### src/rtl/wallace_mac_sequencer.sv
// Time-shares one external 8x8 multiplier over a stream of operand pairs and accumulates a job of `len` products.
// Optional: define WALLACE_MAC_SATURATE_EN to clamp the accumulator on overflow instead of wrapping.
module wallace_mac_sequencer #(
  parameter int ACC_W = 24,
  parameter int LEN_W = 8
) (
  input  logic             clk,
  input  logic             rst_n,
  input  logic             start,
  input  logic [LEN_W-1:0] len,
  input  logic             in_valid,
  output logic             in_ready,
  input  logic [7:0]       in_a,
  input  logic [7:0]       in_b,
  output logic [7:0]       mul_a,
  output logic [7:0]       mul_b,
  input  logic [15:0]      mul_p,
  output logic             out_valid,
  input  logic             out_ready,
  output logic [ACC_W-1:0] out_acc,
  output logic             out_ovf,
  output logic             busy
);

  typedef enum logic [1:0] {IDLE, RUN, DRAIN, DONE} state_t;

  state_t           state;
  logic [LEN_W-1:0] remain;
  logic             s1_vld;
  logic             s2_vld;
  logic [15:0]      prod_q;
  logic [ACC_W-1:0] acc;
  logic             ovf;

  logic             hs;
  logic [ACC_W:0]   sum;
  logic [ACC_W-1:0] acc_nxt;
  logic             ovf_nxt;

  assign hs      = in_valid & in_ready;
  assign out_acc = acc;
  assign out_ovf = ovf;
  assign busy    = (state != IDLE);

  // Extra top bit of the sum is the carry out of the accumulator.
  assign sum = {1'b0, acc} + {{(ACC_W - 15){1'b0}}, prod_q};

  always_comb begin
    ovf_nxt = ovf | sum[ACC_W];
`ifdef WALLACE_MAC_SATURATE_EN
    acc_nxt = ovf_nxt ? {ACC_W{1'b1}} : sum[ACC_W-1:0];
`else
    acc_nxt = sum[ACC_W-1:0];
`endif
  end

  always_ff @(posedge clk or negedge rst_n) begin
    if (!rst_n) begin
      state     <= IDLE;
      remain    <= '0;
      in_ready  <= 1'b0;
      mul_a     <= '0;
      mul_b     <= '0;
      s1_vld    <= 1'b0;
      s2_vld    <= 1'b0;
      prod_q    <= '0;
      acc       <= '0;
      ovf       <= 1'b0;
      out_valid <= 1'b0;
    end else begin
      s1_vld <= hs;
      if (hs) begin
        mul_a <= in_a;
        mul_b <= in_b;
      end
      s2_vld <= s1_vld;
      if (s1_vld) begin
        prod_q <= mul_p;
      end
      if (s2_vld) begin
        acc <= acc_nxt;
        ovf <= ovf_nxt;
      end

      case (state)
        IDLE: begin
          if (start) begin
            remain <= len;
            acc    <= '0;
            ovf    <= 1'b0;
            if (len != '0) begin
              state    <= RUN;
              in_ready <= 1'b1;
            end else begin
              state     <= DONE;
              out_valid <= 1'b1;
            end
          end
        end
        RUN: begin
          if (hs) begin
            remain <= remain - LEN_W'(1);
            if (remain == LEN_W'(1)) begin
              in_ready <= 1'b0;
              state    <= DRAIN;
            end
          end
        end
        DRAIN: begin
          // Both stages empty means the final accumulate has already landed.
          if (!s1_vld && !s2_vld) begin
            state     <= DONE;
            out_valid <= 1'b1;
          end
        end
        DONE: begin
          if (out_ready) begin
            out_valid <= 1'b0;
            state     <= IDLE;
          end
        end
        default: state <= IDLE;
      endcase
    end
  end

endmodule

### config.mk
export PLATFORM = sky130hd
export DESIGN_NAME = wallace_mac_sequencer
export DESIGN_NICKNAME = d
export VERILOG_FILES = /design/src/rtl/wallace_mac_sequencer.sv
export SDC_FILE = /design/constraint.sdc
export NUM_CORES = 1
export LEC_CHECK = 0
export ABC_AREA = 1
export CORE_ASPECT_RATIO = 2
export CORE_MARGIN = 3
export CORE_UTILIZATION = 30
export CTS_BUF_LIST = sky130_fd_sc_hd__clkbuf_8
export CTS_CLUSTER_SIZE = 20
export DETAILED_ROUTE_END_ITERATION = 10
export GPL_TIMING_DRIVEN = 0
export HOLD_SLACK_MARGIN = 0.05
export PLACE_DENSITY = 0.51
export SETUP_SLACK_MARGIN = 0.1
export SLEW_MARGIN = 25
export SYNTH_ARGS = -nofsm -noshare
export SYNTH_HDL_FRONTEND = slang
export SYNTH_SLANG_ARGS = --single-unit
### constraint.sdc
create_clock -name clk -period 4.35 [get_ports clk]
set_input_delay 0.435 -clock clk [delete_from_list [all_inputs] [get_ports clk]]
set_output_delay 0.435 -clock clk [all_outputs]
set_load 0.01 [all_outputs]
==> results_dict.tcl, run 1 <==
set metrics [dict create \
    numCtsBuffers 9 \
    rows 60 \
    synthArstFlopShare_pct 100.0 \
    grt_pass1_vias 4487 \
    wl_per_cell_microns 14.68 \
    dieArea_sq_mm 0.01571 \
    setup-tns-final_ps 0 \
    clock_skew_ps 10.33 \
    cts_buffer_depth 2 \
    ys_seq_area_share_pct 41.84 \
    syn_to_final_growth_pct 30.70 \
    mostFrequentLayoutCells "nand2_1 (217), clkdlybuf4s50_1 (87), dfrtp_1 (71), inv_1 (69), nor2_1 (62)" \
    num-fill-cells 1470 \
    placed_area_sq_mm 0.005378 \
    seq_power_share_pct 28.9 \
    grt_pass1_wl_mm 21.40 \
    yosysWarnings 0 \
    setup_viol 0 \
    ys_types 33 \
    max_slew_margin_pct 59.03 \
    total_power_mw 3.999 \
    min-delay-path-class "register to register" \
    min_to "s2_vld" \
    tritoncts "built" \
    synth-seq-cells 71 \
    synthCells 600 \
    syn-cell-area_sq_mm 0.004247 \
    grt.overflow.total 0 \
    rr_endpoint "out_acc[20]" \
    globalplace.congestion 0.8851 \
    core_sq_mm 0.01366 \
    clockPowerShare_pct 11.6 \
    cp_data_arrival_time_ps 1800 \
    layout_min_cycle_time_ps 2233 \
    p_sw_share_pct 48.09 \
    critPathLaunch "state[0]" \
    root_buffer "clkbuf_8" \
    htreeDepth 3 \
    synth_area_leader_cell "dfrtp_1" \
    hpwl_mm 10.59 \
    ir_worst_vdd_uv 248.7 \
    postSynthAreaPerCell_sq_um 7.078 \
    nNetsFinal 769 \
    wl_mm 13.08 \
    worst_pin_slew_ps 614.6 \
    crit_buf_inv 3 \
    clk_latency_ps 350 \
    min_path_cells 0 \
    grt_max_degree 39 \
    post_cts_buffers 0 \
    cts_sinks 71 \
    drcViolationCount 0 \
    grt_antenna_before_repair 0 \
    fin_area_sq_mm 0.005550 \
    crit_family "buffers and inverters" \
    start_util_pct 31.08 \
    rsz0062_at_grt "false" \
    max-cap-violations 0 \
    leakagePower_nw 2.828 \
    drive_gt1_share_pct 4.113 \
    cpMaxStageDelayCell "clkdlybuf4s50_1" \
    synth_nets 668 \
    p_switching_mw 1.923 \
    r2r_start "out_acc[0]" \
    vias 4199 \
    slowest_delay_ps 550 \
    finalHoldViolCount 0 \
    critPathMaxFanout 6 \
    detail-route-antenna-nets 0 \
    clk_pin_slew_ps 80 \
    reg2regPathDepth 11 \
    p_comb_share_pct 59.5 \
    final_common_cell "nand2_1" \
    num_antenna_cells 0 \
    fmaxAchievable_mhz 447.7 \
    required_ps 3910 \
    synth_edf_count 0 \
    dr.first_iter.drc_count 165 \
    crit_type "register to primary output" \
    drtPass1Iterations 4 \
    min_from "s1_vld" \
    crit_path_start_kind "register" \
    critPathCaptureType "primary output" \
    pin_count 89 \
    intPower_mw 2.076 \
    synth_flop_cell "dfrtp_1" \
    die_height_microns 174.3 \
    routed_via_density 4.713 \
    synth_top_cell_area_share_pct 41.84 \
    crit_chain "inv_1 > ha_1 > inv_2 > clkdlybuf4s50_1" \
    port-buffer-count 88 \
    placedCellCount 875 \
    die_w_microns 90.13 \
    cellPowerDensity_mw_per_mm2 720.5 \
    netlist_top_cells_area "dfrtp_1 (42%), nand2_1 (19%), ha_1 (6.5%)" \
    finalCritPeriodShare_pct 51.34 \
    r2r_slack_ps 2250 \
    fin_cells 891 \
    report.final.slew_viol_count 0 \
    status "complete, no violations" \
    grt_usage_pct 17.16 \
]
[routing by layer]
layer  global-route usage [%]  vias to the layer above  share of wire (%)
met3                    3.811                       25                5.0
li1                         -                     2117                  -
met5                        0                        -                  0
met1                    15.97                     1940                 35
met4                    7.928                        0                3.6
met2                    34.31                      117                 57
[through the flow]
step | worst slack [ps] | utilization [%] | hold WS [ps]
after floorplan | 2515 | - | 139.4
after global placement | 165.3 | 39.23 | 413.8
after detailed placement | 2251 | 39.36 | 405.3
after CTS | 2094 | 40.62 | 408.2
after global routing | 1982 | 40.62 | 416.3
final | 2117 | 40.62 | 412.1
[state kept, by name (all words and copies together) (netlist names), 2 cells and up]
signal   flops
state        2
out_acc     24
prod_q      16
mul_b        8
mul_a        8
remain       8
[cell families after synthesis]
logic type | after synthesis | share of synthesized area (%)
xor gates and xnor gates | 3 | 0.6189
buffers and inverters | 86 | 7.719
adders and majority gates | 23 | 6.953
AOI/OAI and AO/OA | 79 | 10.58
DFF | 71 | 41.84
and+or+nand+nor | 338 | 32.29
[timing repair]
item	4_1_cts	5_1_grt
resized for setup	0	0
endpoints found under the setup margin	0	0
hold buffers	1	0
endpoints found under the hold margin	29	0
[how the worst max path moves through the flow]
stage                             end  slack (ps)  cells past startpoint
final                            busy        2120                      4
after global placement       mul_a[2]         170                      1
after global routing             busy        1980                      4
after detailed placement  out_acc[20]        2250                     11
after CTS                        busy        2090                      4
after floorplan           out_acc[16]        2510                     10
[final cells by class]
cell class / instances / area, sq um / area share (%)
sequential: 71 / 1777 / 32.01
buffer: 11 / 41.29 / 0.7439
tap: 186 / 232.7 / 4.193
timing repair buffer: 90 / 908.4 / 16.37
clock buffer: 9 / 123.9 / 2.232
multi-input combinational: 443 / 2142 / 38.59
inverter: 75 / 286.5 / 5.162
clock inverter: 6 / 38.79 / 0.6988
[synth_stat cells, types with 2 or more instances]
cell      instances
a21oi_1          33
buf_1             3
nand3_1          37
nor3_1            8
o21ai_1           7
o21bai_1          3
inv_1            69
ha_1             22
xor2_1            2
nand4_1           9
nor2_1           62
o21ai_0          23
clkbuf_1          8
dfrtp_1          71
o22ai_1           2
nand2_1         217
o21ai_2           2
inv_2             4
o211ai_1          4
[power groups by stage]
stage          Clock (mW)  Sequential [mW]  Combinational, mW
2_1_floorplan           0             1.18               1.49
3_3_place_gp            0             1.16               2.38
3_5_place_dp            0             1.17               2.40
4_1_cts             0.485             1.16               2.41
5_1_grt             0.508             1.20               2.71
6_report            0.463             1.16               2.38
Power figures use the tool's default switching activity.
==> run 2, diff against run 1 <==
--- a/config.mk
+++ b/config.mk
@@ -14,7 +14,7 @@
 export DETAILED_ROUTE_END_ITERATION = 10
 export GPL_TIMING_DRIVEN = 0
 export HOLD_SLACK_MARGIN = 0.05
-export PLACE_DENSITY = 0.51
+export PLACE_DENSITY = 0.53
 export SETUP_SLACK_MARGIN = 0.1
 export SLEW_MARGIN = 25
 export SYNTH_ARGS = -nofsm -noshare
==> constraint.sdc (replaced) <==
create_clock -name clk -period 2.05 [get_ports clk]
set_input_delay 0.205 -clock clk [delete_from_list [all_inputs] [get_ports clk]]
set_output_delay 0.205 -clock clk [all_outputs]
set_load 0.01 [all_outputs]
==> results_dict.tcl, run 2 (synthesis gave the netlist of run 1 again) <==
set metrics [dict create \
    drive_gt1_share_pct 11.05 \
    slowest_delay_ps 420 \
    critPathLaunch "out_acc[0]" \
    required_ps 2320 \
    status "complete, no violations" \
    crit_type "register to register" \
    start_util_pct 31.08 \
    dieArea_sq_mm 0.01571 \
    num_antenna_cells 0 \
    crit_chain "ha_4 > fa_2 > buf_4 > nand2_1 > nand3_1 > nand2_1 > nand2_1 > nand2_1 > nand3_1 > nand2_1 > inv_1" \
    clk_latency_ps 360 \
    detail-route-antenna-nets 0 \
    port-buffer-count 88 \
    min-delay-path-class "primary input to async pin" \
    max-cap-violations 0 \
    r2r_slack_ps 180 \
    pin_count 89 \
    num-fill-cells 1474 \
    rr_endpoint "out_acc[14]" \
    r2r_start "out_acc[0]" \
    cellPowerDensity_mw_per_mm2 1599 \
    mostFrequentLayoutCells "nand2_1 (206), clkdlybuf4s50_1 (86), dfrtp_1 (70), inv_1 (69), nor2_1 (61)" \
    grt_max_degree 48 \
    numCtsBuffers 9 \
    cpMaxStageDelayCell "dfrtp_1" \
    worst_hold_slack_ps 287.9 \
    critPathMaxFanout 4 \
    root_buffer "clkbuf_8" \
    layout_min_cycle_time_ps 1866 \
    placedCellCount 875 \
    die_w_microns 90.13 \
    grt.overflow.total 0 \
    drcViolationCount 0 \
    syn_to_final_growth_pct 39.07 \
    htreeDepth 3 \
    ir_worst_vdd_uv 542.0 \
    wl_per_cell_microns 15.10 \
    fmaxAchievable_mhz 536.0 \
    drtPass1Iterations 6 \
    final_common_cell "nand2_1" \
    tritoncts "built" \
    globalplace.congestion 0.9071 \
    core_sq_mm 0.01366 \
    finalHoldViolCount 0 \
    clock_skew_ps 7.847 \
    worst_pin_slew_ps 635.6 \
    max_slew_margin_pct 57.63 \
    hpwl_mm 10.64 \
    crit_path_start_kind "register" \
    cts_sinks 71 \
    routed_via_density 4.794 \
    grt_pass1_vias 4464 \
    grt_usage_pct 17.66 \
    cpMostUsedCell "nand2_1" \
    nNetsFinal 778 \
    rows 60 \
    grt_antenna_before_repair 0 \
    report.final.slew_viol_count 0 \
    setup_viol 0 \
    fin_cells 901 \
    critPathCaptureType "register" \
    largest_reg_flops 24 \
    cp_data_arrival_time_ps 2130 \
    dr.first_iter.drc_count 181 \
    rsz0062_at_grt "true" \
    grt_pass1_wl_mm 21.94 \
    finalCritPeriodShare_pct 91.01 \
    vias 4319 \
    cts_buffer_depth 2 \
    crit_end "out_acc[14]" \
    clk_pin_slew_ps 90 \
    reg2regPathDepth 11 \
    die_height_microns 174.3 \
    wl_mm 13.61 \
    leakagePower_nw 2.914 \
]
-- run 2: worst min-delay path by stage --
stage | start | endpoint | cells after the start
global placement | s1_vld | s2_vld | 0
finish | rst_n | out_acc[6] | 2
CTS | rst_n | out_acc[6] | 2
detailed placement | rst_n | out_acc[6] | 1
global route | rst_n | out_acc[6] | 2
floorplan | rst_n | in_ready | 0
-- run 2: area by class of cell --
cell class / count / area [sq um] / share of cell area [%]
multi-input combinational: 443 / 2376 / 40.23
buffer: 11 / 43.79 / 0.7415
inverter: 75 / 286.5 / 4.852
timing repair buffer: 99 / 985.9 / 16.69
clock buffer: 9 / 123.9 / 2.097
sequential: 71 / 1778 / 30.11
clock inverter: 7 / 78.83 / 1.335
tap: 186 / 232.7 / 3.941
-- run 2: where the power goes --
| group | switching [mW] | internal [mW] |
|---|---|---|
| Sequential | 0.543 | 2.00 |
| Clock | 0.631 | 0.575 |
| Combinational | 3.28 | 2.42 |
-- run 2: worst max-delay path, delay by kind of cell, from the launching register on --
kind,cells,cell delay (ps)
adder cells (fa/ha/maj),2,550
flip-flops,1,420
buffers and inverters,2,180
AND/OR/NAND/NOR,7,620
-- run 2: repair_timing --
item | 4_1_cts | 5_1_grt
pin swaps | 1 | 6
hold endpoints to repair | 24 | 0
buffers inserted | 0 | 9
hold buffers | 1 | 0
endpoints found under the setup margin | 11 | 22
gates resized for setup | 9 | 41
-- run 2: per-stage QoR --
| stage | cell area (sq um) | power, mW | worst slack, ps | TNS (ps) | utilization (%) |
|---|---|---|---|---|---|
| finish | 5906 | 9.446 | 184.3 | 0 | 43.22 |
| global route | 5906 | 10.33 | 95.98 | 0 | 43.22 |
| CTS | 5643 | 8.977 | 91.10 | 0 | 41.30 |
| detailed placement | 5385 | 7.610 | -64.72 | -156.7 | 39.41 |
| global placement | 5360 | 7.544 | -1839 | -130270 | 39.23 |
| floorplan | 4247 | 5.667 | 214.6 | 0 | - |
-- run 2: per-layer routing --
layer	vias up	GRT usage (%)	routed length, microns	share of wire (%)
li1	2133	-	-	-
met4	0	6.841	380	2.8
met2	118	35.72	7923	58
met3	31	3.984	556	4.1
met1	2037	16.63	4748	35
met5	-	0	0	0
==> run 3, diff against run 2 <==
--- a/config.mk
+++ b/config.mk
@@ -14,8 +14,10 @@
 export DETAILED_ROUTE_END_ITERATION = 10
 export GPL_TIMING_DRIVEN = 0
 export HOLD_SLACK_MARGIN = 0.05
+export MAX_ROUTING_LAYER = met4
 export PLACE_DENSITY = 0.53
 export SETUP_SLACK_MARGIN = 0.1
+export SKIP_LAST_GASP = 1
 export SLEW_MARGIN = 25
 export SYNTH_ARGS = -nofsm -noshare
 export SYNTH_HDL_FRONTEND = slang
==> results_dict.tcl, run 3 (synthesis gave the netlist of run 1 again) <==
set metrics [dict create \
    status "complete, no violations" \
    clk_latency_ps 370 \
    numCtsBuffers 9 \
    critPathMaxFanout 6 \
    grt_pass1_wl_mm 22.12 \
    globalplace.congestion 0.9074 \
    start_util_pct 31.08 \
    max_slew_margin_pct 55.26 \
    hpwl_mm 10.74 \
    worst_pin_slew_ps 671.1 \
    crit_type "register to primary output" \
    syn_to_final_growth_pct 38.74 \
    mostFrequentLayoutCells "nand2_1 (209), clkdlybuf4s50_1 (87), dfrtp_1 (70), inv_1 (69), nor2_1 (60)" \
    nNetsFinal 774 \
    setup-tns-final_ps 0 \
    rows 60 \
    ir_worst_vdd_uv 649.0 \
    setup_viol 0 \
    dp_slack_ps -81.05 \
    core_sq_mm 0.01366 \
    leakagePower_nw 2.904 \
    crit_path_start_kind "register" \
    cpMaxStageDelayCell "clkdlybuf4s50_1" \
    dieArea_sq_mm 0.01571 \
    clock_skew_ps 9.071 \
    fmaxAchievable_mhz 531.8 \
    crit_chain "inv_1 > ha_4 > inv_2 > clkdlybuf4s50_1" \
    cellPowerDensity_mw_per_mm2 1621 \
    max-cap-violations 0 \
    multiInputGateArea_sq_mm 0.002370 \
    seqCellArea_sq_mm 0.001778 \
    finalHoldViolCount 0 \
    fin_cells 897 \
    r2r_start "out_acc[0]" \
    report.final.slew_viol_count 0 \
    layout_min_cycle_time_ps 1880 \
    crit_buf_inv 3 \
    wl_per_cell_microns 15.29 \
    cp_data_arrival_time_ps 1680 \
    grt_pass1_vias 4542 \
    num-fill-cells 1474 \
    die_height_microns 174.3 \
    vias 4261 \
    fin_ws_ps 169.6 \
    clk_pin_slew_ps 90 \
    critPathLaunch "state[1]" \
    finalCritPeriodShare_pct 91.73 \
    fin_area_sq_mm 0.005892 \
    tritoncts "built" \
    drive_gt1_share_pct 10.13 \
    cts_buffer_depth 2 \
    required_ps 1850 \
    drtPass1Iterations 4 \
    critPathCaptureType "primary output" \
    pin_count 89 \
    grt_max_degree 48 \
    largest_reg_flops 24 \
    die_w_microns 90.13 \
    crit_family "buffers and inverters" \
    grt.overflow.total 0 \
    grt_antenna_before_repair 0 \
    num_antenna_cells 0 \
    wl_mm 13.72 \
    placed_area_sq_mm 0.005385 \
    placedCellCount 875 \
    grt_usage_pct 18.42 \
    root_buffer "clkbuf_8" \
    min-delay-path-class "primary input to async pin" \
    routed_via_density 4.750 \
    htreeDepth 3 \
    cts_sinks 71 \
    fin_util_pct 43.12 \
    final_common_cell "nand2_1" \
    rsz0062_at_grt "true" \
    port-buffer-count 88 \
    drcViolationCount 0 \
    slowest_delay_ps 540 \
    dr.first_iter.drc_count 159 \
    detail-route-antenna-nets 0 \
]
[run 3: cell count changes in the layout (fill, tap and decap cells not counted), moves of 2 or more]
cell and change:
clkinvlp_4 -2, buf_4 -4, nand2_1 +3, inv_6 -2, nand2_2 -3, inv_8 +2
[run 3: area by class of cell]
cell class / instances / area share, %
multi-input cells: 443 / 40.22
plain buffers: 11 / 0.7433
clock buffers: 9 / 2.102
inverters: 75 / 4.863
flip-flops and latches: 71 / 30.18
clock inverters: 7 / 1.763
well taps: 186 / 3.950
repair buffers: 95 / 16.18
[run 3: worst register-to-register path: cells and delay by family, from the launching register on]
family	cells	cell delay, ps
and+or+nand+nor	7	600
AOI/OAI and AO/OA	1	150
adders and majority gates	2	610
DFF	1	390
[run 3: worst paths after layout]
kind,endpoint,slack (ps),depth (start not counted)
worst max-delay path,busy,170,4
worst min-delay path,out_acc[7],290,2
worst max register to register,out_acc[16],210,10
worst min register to register,s2_vld,420,0
max in group asynchronous,out_acc[1],1180,3
min in group clk,mul_a[4],360,3
[run 3: stage by stage]
step | hold slack [ps] | total power, mW
floorplan | -90.59 | 5.667
global placement | 422.4 | 7.573
detailed placement | 152.1 | 7.624
CTS | 293.8 | 9.136
global route | 310.8 | 10.49
finish | 293.4 | 9.550
[run 3: layer usage]
metal,track usage (%),part of all wire [%],vias to the layer above
met1,17.19,35,1981
met5,-,0,-
li1,-,-,2123
met3,3.421,3.7,35
met2,34.87,57,122
met4,9.783,4.3,0
[run 3: report_power, final]
group	internal, mW	switching [mW]
sequential	2.00	0.545
combinational	2.39	3.29
clock	0.704	0.628
[run 3: timing repair]
| action | in CTS | in global routing |
|---|---|---|
| setup buffers | 1 | 4 |
| hold buffers | 1 | 0 |
| cloned | 0 | 0 |
| hold endpoints to repair | 24 | 0 |
| pin swaps | 1 | 2 |
| resized for setup | 11 | 34 |
| setup endpoints to repair | 10 | 23 |
